File: src/rtl/mem_arb_pkg.sv
// Shared state encoding and block-address constants for the main-memory port arbiter.
package mem_arb_pkg;

  typedef enum logic [1:0] {IDLE, WRITE, FILL_D, FILL_I} arb_state_t;

  localparam logic [15:0] BLOCK_MASK  = 16'hFFF0;
  localparam int          WORD_STRIDE = 2;

endpackage

File: src/rtl/mem_fill_sequencer.sv
// Block-fill sequencer: issues WORDS pipelined reads from a block-aligned base
// and counts the returned words, flagging the last one.
module fill_sequencer
  import mem_arb_pkg::*;
#(
  parameter int LATENCY = 4,
  parameter int WORDS   = 8,
  parameter int ADDR_W  = 16,
  parameter int IDX_W   = $clog2(WORDS)
) (
  input  logic              clk,
  input  logic              start,
  input  logic              abort,
  input  logic [ADDR_W-1:0] start_addr,
  input  logic              data_valid,
  output logic              issue,
  output logic [ADDR_W-1:0] issue_addr,
  output logic              recv_we,
  output logic [IDX_W-1:0]  recv_idx,
  output logic              done
);

  localparam int CNT_W = $clog2(WORDS) + 1;
  localparam int LAT_W = $clog2(LATENCY + 1);
  localparam logic [ADDR_W-1:0] BASE_MASK = ~ADDR_W'(~BLOCK_MASK);

  logic              active;
  logic [CNT_W-1:0]  issue_cnt;
  logic [CNT_W-1:0]  recv_cnt;
  logic [LAT_W-1:0]  lat_tmr;
  logic [ADDR_W-1:0] base;

  assign issue      = active && (issue_cnt < CNT_W'(WORDS));
  assign issue_addr = issue ? base + ADDR_W'(issue_cnt * WORD_STRIDE) : '0;

  // The first word cannot return sooner than LATENCY cycles after its read; earlier valids are stray.
  assign recv_we  = active && data_valid && (lat_tmr == '0);
  assign recv_idx = recv_cnt[IDX_W-1:0];
  assign done     = recv_we && (recv_cnt == CNT_W'(WORDS - 1));

  always_ff @(posedge clk) begin
    if (abort) begin
      active    <= 1'b0;
      issue_cnt <= '0;
      recv_cnt  <= '0;
      lat_tmr   <= '0;
      base      <= '0;
    end else if (start) begin
      active    <= 1'b1;
      issue_cnt <= '0;
      recv_cnt  <= '0;
      lat_tmr   <= LAT_W'(LATENCY);
      base      <= start_addr & BASE_MASK;
    end else if (active) begin
      if (issue) issue_cnt <= issue_cnt + CNT_W'(1);
      if (lat_tmr != '0) lat_tmr <= lat_tmr - LAT_W'(1);
      if (recv_we) recv_cnt <= recv_cnt + CNT_W'(1);
      if (done) begin
        active    <= 1'b0;
        issue_cnt <= '0;
        recv_cnt  <= '0;
      end
    end
  end

endmodule

File: src/rtl/mem_fill_arbiter.sv
// Shares the main-memory port between D-cache stores, D-cache fills and I-cache fills.
//   state  | meaning
//   IDLE   | no access; samples requests (store > D miss > I miss)
//   WRITE  | one-cycle write-through store, acked this cycle
//   FILL_D | 8-word block fill into the D-cache
//   FILL_I | 8-word block fill into the I-cache
module mem_fill_arbiter
  import mem_arb_pkg::*;
#(
  parameter int LATENCY = 4,
  parameter int WORDS   = 8,
  parameter int ADDR_W  = 16
) (
  input  logic                     clk,
  input  logic                     rst,
  input  logic                     icache_miss,
  input  logic [ADDR_W-1:0]        icache_miss_addr,
  input  logic                     dcache_miss,
  input  logic [ADDR_W-1:0]        dcache_miss_addr,
  input  logic                     dcache_wr,
  input  logic [ADDR_W-1:0]        dcache_wr_addr,
  input  logic [15:0]              dcache_wr_data,
  input  logic [15:0]              mem_rdata,
  input  logic                     mem_data_valid,
  output logic                     mem_en,
  output logic                     mem_wr,
  output logic [ADDR_W-1:0]        mem_addr,
  output logic [15:0]              mem_wdata,
  output logic [15:0]              fill_data,
  output logic [$clog2(WORDS)-1:0] fill_word_idx,
  output logic                     icache_fill_we,
  output logic                     dcache_fill_we,
  output logic                     icache_fill_done,
  output logic                     dcache_fill_done,
  output logic                     dcache_wr_ack,
  output logic                     stall_fetch,
  output logic                     stall_mem,
  output logic                     busy
);

  arb_state_t        state, state_nxt;
  logic              seq_start;
  logic [ADDR_W-1:0] seq_addr;
  logic              seq_issue;
  logic [ADDR_W-1:0] seq_issue_addr;
  logic              seq_we;
  logic              seq_done;
  logic              is_write;

  always_ff @(posedge clk) begin
    if (!rst) state <= IDLE;
    else      state <= state_nxt;
  end

  always_comb begin
    state_nxt = state;
    seq_start = 1'b0;
    seq_addr  = '0;
    case (state)
      IDLE: begin
        if (dcache_wr) begin
          state_nxt = WRITE;
        end else if (dcache_miss) begin
          state_nxt = FILL_D;
          seq_start = 1'b1;
          seq_addr  = dcache_miss_addr;
        end else if (icache_miss) begin
          state_nxt = FILL_I;
          seq_start = 1'b1;
          seq_addr  = icache_miss_addr;
        end
      end
      WRITE:          state_nxt = IDLE;
      FILL_D, FILL_I: if (seq_done) state_nxt = IDLE;
      default:        state_nxt = IDLE;
    endcase
  end

  fill_sequencer #(
    .LATENCY (LATENCY),
    .WORDS   (WORDS),
    .ADDR_W  (ADDR_W)
  ) u_seq (
    .clk        (clk),
    .start      (seq_start),
    .abort      (~rst),
    .start_addr (seq_addr),
    .data_valid (mem_data_valid),
    .issue      (seq_issue),
    .issue_addr (seq_issue_addr),
    .recv_we    (seq_we),
    .recv_idx   (fill_word_idx),
    .done       (seq_done)
  );

  assign is_write = (state == WRITE);

  assign mem_en    = is_write | seq_issue;
  assign mem_wr    = is_write;
  assign mem_addr  = is_write ? dcache_wr_addr : seq_issue_addr;
  assign mem_wdata = is_write ? dcache_wr_data : 16'h0000;

  assign fill_data        = mem_rdata;
  assign icache_fill_we   = (state == FILL_I) & seq_we;
  assign dcache_fill_we   = (state == FILL_D) & seq_we;
  assign icache_fill_done = (state == FILL_I) & seq_done;
  assign dcache_fill_done = (state == FILL_D) & seq_done;
  assign dcache_wr_ack    = is_write;

  assign stall_fetch = icache_miss & ~icache_fill_done;
  assign stall_mem   = (dcache_miss & ~dcache_fill_done) | (dcache_wr & ~dcache_wr_ack);
  assign busy        = (state != IDLE);

endmodule

File: config.mk
export PLATFORM = sky130hd
export DESIGN_NAME = mem_fill_arbiter
export DESIGN_NICKNAME = d
export VERILOG_FILES = /design/src/rtl/mem_arb_pkg.sv /design/src/rtl/mem_fill_sequencer.sv /design/src/rtl/mem_fill_arbiter.sv
export SDC_FILE = /design/constraint.sdc
export NUM_CORES = 1
export LEC_CHECK = 0
export ABC_AREA = 1
export CORE_ASPECT_RATIO = 0.8
export CORE_UTILIZATION = 34
export CTS_CLUSTER_DIAMETER = 200
export DETAILED_ROUTE_END_ITERATION = 16
export GPL_ROUTABILITY_DRIVEN = 0
export MAX_ROUTING_LAYER = met4
export PLACE_DENSITY = 0.79
export SLEW_MARGIN = 20
export SYNTH_ARGS = -nofsm -noshare
export SYNTH_HDL_FRONTEND = slang
export SYNTH_HIERARCHICAL = 1
export SYNTH_SLANG_ARGS = --single-unit
File: constraint.sdc
create_clock -name clk -period 1.6 [get_ports clk]
set_input_delay 0.48 -clock clk [delete_from_list [all_inputs] [get_ports clk]]
set_output_delay 0.48 -clock clk [all_outputs]
set_load 0.01 [all_outputs]
==> results.toml <==
[power]
power.internal_mw = 1.73
power_leakage_nw = 2.09
p_per_area_nw_per_um2 = 594
ir_drop_uv = 475
sw_frac_of_total_pct = 35.3
clock_power_share_pct = 18.4
combinationalPowerShare_pct = 54.5
p_switching_mw = 0.943
total_power_mw = 2.67
p_seq_share_pct = 27.1

[global_route]
grt_pass1_vias = 2788
antenna_found_initial = 0
overflow = 0
grt_max_degree = 16
grt_usage_pct = 23.5
grt_pass1_wl_mm = 12.7

[clock_network]
cts_tree = "done"
ctsHoldBuffers = 0
clk_latency_ns = 0.28
clockBufferDepth = 2
numCtsBuffers = 3
root_buffer = "clkbuf_8"
clock_sinks = 26
cts.clk_slew.worst_paths_ns = 0.10
cts_max_level = 1

[critical_path]
critPathKind = "flop to primary output"
critPathCaptureType = "primary output"
worstPathArrival_ns = 1.71
worstPathRequired_ns = 1.12
start_kind = "flop"
crit_fanout = 5

[place]
post-place-ws_ns = -0.959
numPortBuffers = 106
hpwlAfterDp_mm = 5.27
dpl-instance-area_sq_um = 3690

[routing]
top_layer = "met4"
drc = 0
vias = 3040
drtIter0Drc = 137
viasPerCell = 4.92
routed_wl_mm = 9.23
ant_nets = 0
dr_wl_met2_mm = 4.93
drt-pass1-iter-count = 4
wl_met3_um = 474
wl_met1_mm = 3.71
wl_per_cell_um = 14.9

[worst_hold_path]
hold_path_class = "flop to flop"

[cells_and_area]
fill_cells = 456
multi_input_area_sq_um = 1680
seq_area_sq_um = 544
stdcell_area_sq_um = 4490
layout_commonest_cell = "buf_4"
post_route_cells_drive_above_1_share_pct = 48.9
fin_nets = 627
diodes = 0
synthToLayoutAreaGrowth_pct = 99.8
final_cell_mix = "buf_4 (62), nand2_1 (60), clkdlybuf4s50_1 (57)"

[synth]
syn_avg_cell_area_sq_um = 6.21
syn_area_sq_um = 2250
ys_warn_count = 6
syn_nets = 454
syn_inst = 362

[floorplanning]
chipWidth_um = 92.9
start_util_pct = 35.3
core.rowCount = 26
core_sq_um = 6380
die_area_sq_um = 6950
die_h_um = 74.8
ioPinCount = 147

[sta]
fin_ws_ns = -0.588
skew_ns = 0.00636
period_minus_slack_ns = 2.19
slew_viol_final = 0
post-route-period-util_pct = 137
fmax_mhz = 457
rsz0062_at_grt = "true"
hold_violations = 0
setup_violations = 40

[run]
cap_violations = 0

[run_status]
violations = "negative setup slack"
outcome = "finished, violations left"
path summary, 6_finish.rpt:
path                         start                to  slack [ns]  depth (start not counted)
setup / recovery     u_seq/base[4]       mem_addr[9]       -0.59                          8
hold / removal    u_seq/lat_tmr[1]  u_seq/lat_tmr[1]        0.50                          2
setup reg to reg          state[0]     u_seq/base[5]        0.14                          9
hold reg to reg   u_seq/lat_tmr[1]  u_seq/lat_tmr[1]        0.50                          2
routing by layer:
metal,up-vias,track usage [%]
li1,1460,-
met1,1451,26.3
met2,109,43.2
met5,-,-
met4,0,6.15
met3,20,4.55
critical path: stages (launching register included):
cell     delay (ns)
dfxtp_4        0.40
ha_4           0.16
nand3_4        0.12
nor2_1         0.15
a21oi_1        0.10
nor3_2         0.22
nand2_1        0.09
nand2_1        0.07
buf_2          0.13
power by group through the flow:
stage	clock, mW	sequential, mW	combinational [mW]
3_5_place_dp	0	0.729	0.999
4_1_cts	0.501	0.720	1.30
2_1_floorplan	0	0.734	0.516
3_3_place_gp	0	0.728	0.980
6_report	0.492	0.723	1.46
5_1_grt	0.530	0.727	1.55
cell type report:
type | count | area share (%)
Timing Repair Buffer | 199 | 41.1
Multi-Input combinational cell | 252 | 37.4
Sequential cell | 26 | 12.1
Inverter | 50 | 4.87
Tap cell | 84 | 2.34
Clock buffer | 4 | 1.48
Timing Repair inverter | 3 | 0.696
per-stage QoR:
step	hold WS, ns	std cells	util (%)	setup TNS (ns)
after floorplan	0.442	362	-	-0.282
after global placement	0.468	573	57.9	-29.91
after detailed placement	0.498	573	57.9	-30.82
after CTS	0.506	612	66.0	-12.74
after global routing	0.532	618	70.5	-16.46
final	0.504	618	70.5	-13.39
sequential cells by signal, indices dropped and copies added (netlist names):
name / cells
u_seq/recv_cnt: 4
u_seq/active: 1
u_seq/base: 12
state: 2
u_seq/issue_cnt: 4
u_seq/lat_tmr: 3
timing repair:
item / 4_1_cts / 5_1_grt
setup buffers: 30 / 12
setup endpoints to repair: 64 / 58
gates resized for setup: 274 / 74
pin swaps: 38 / 23
cloned: 5 / 0
Note: power is estimated with default switching activity, not from simulation.
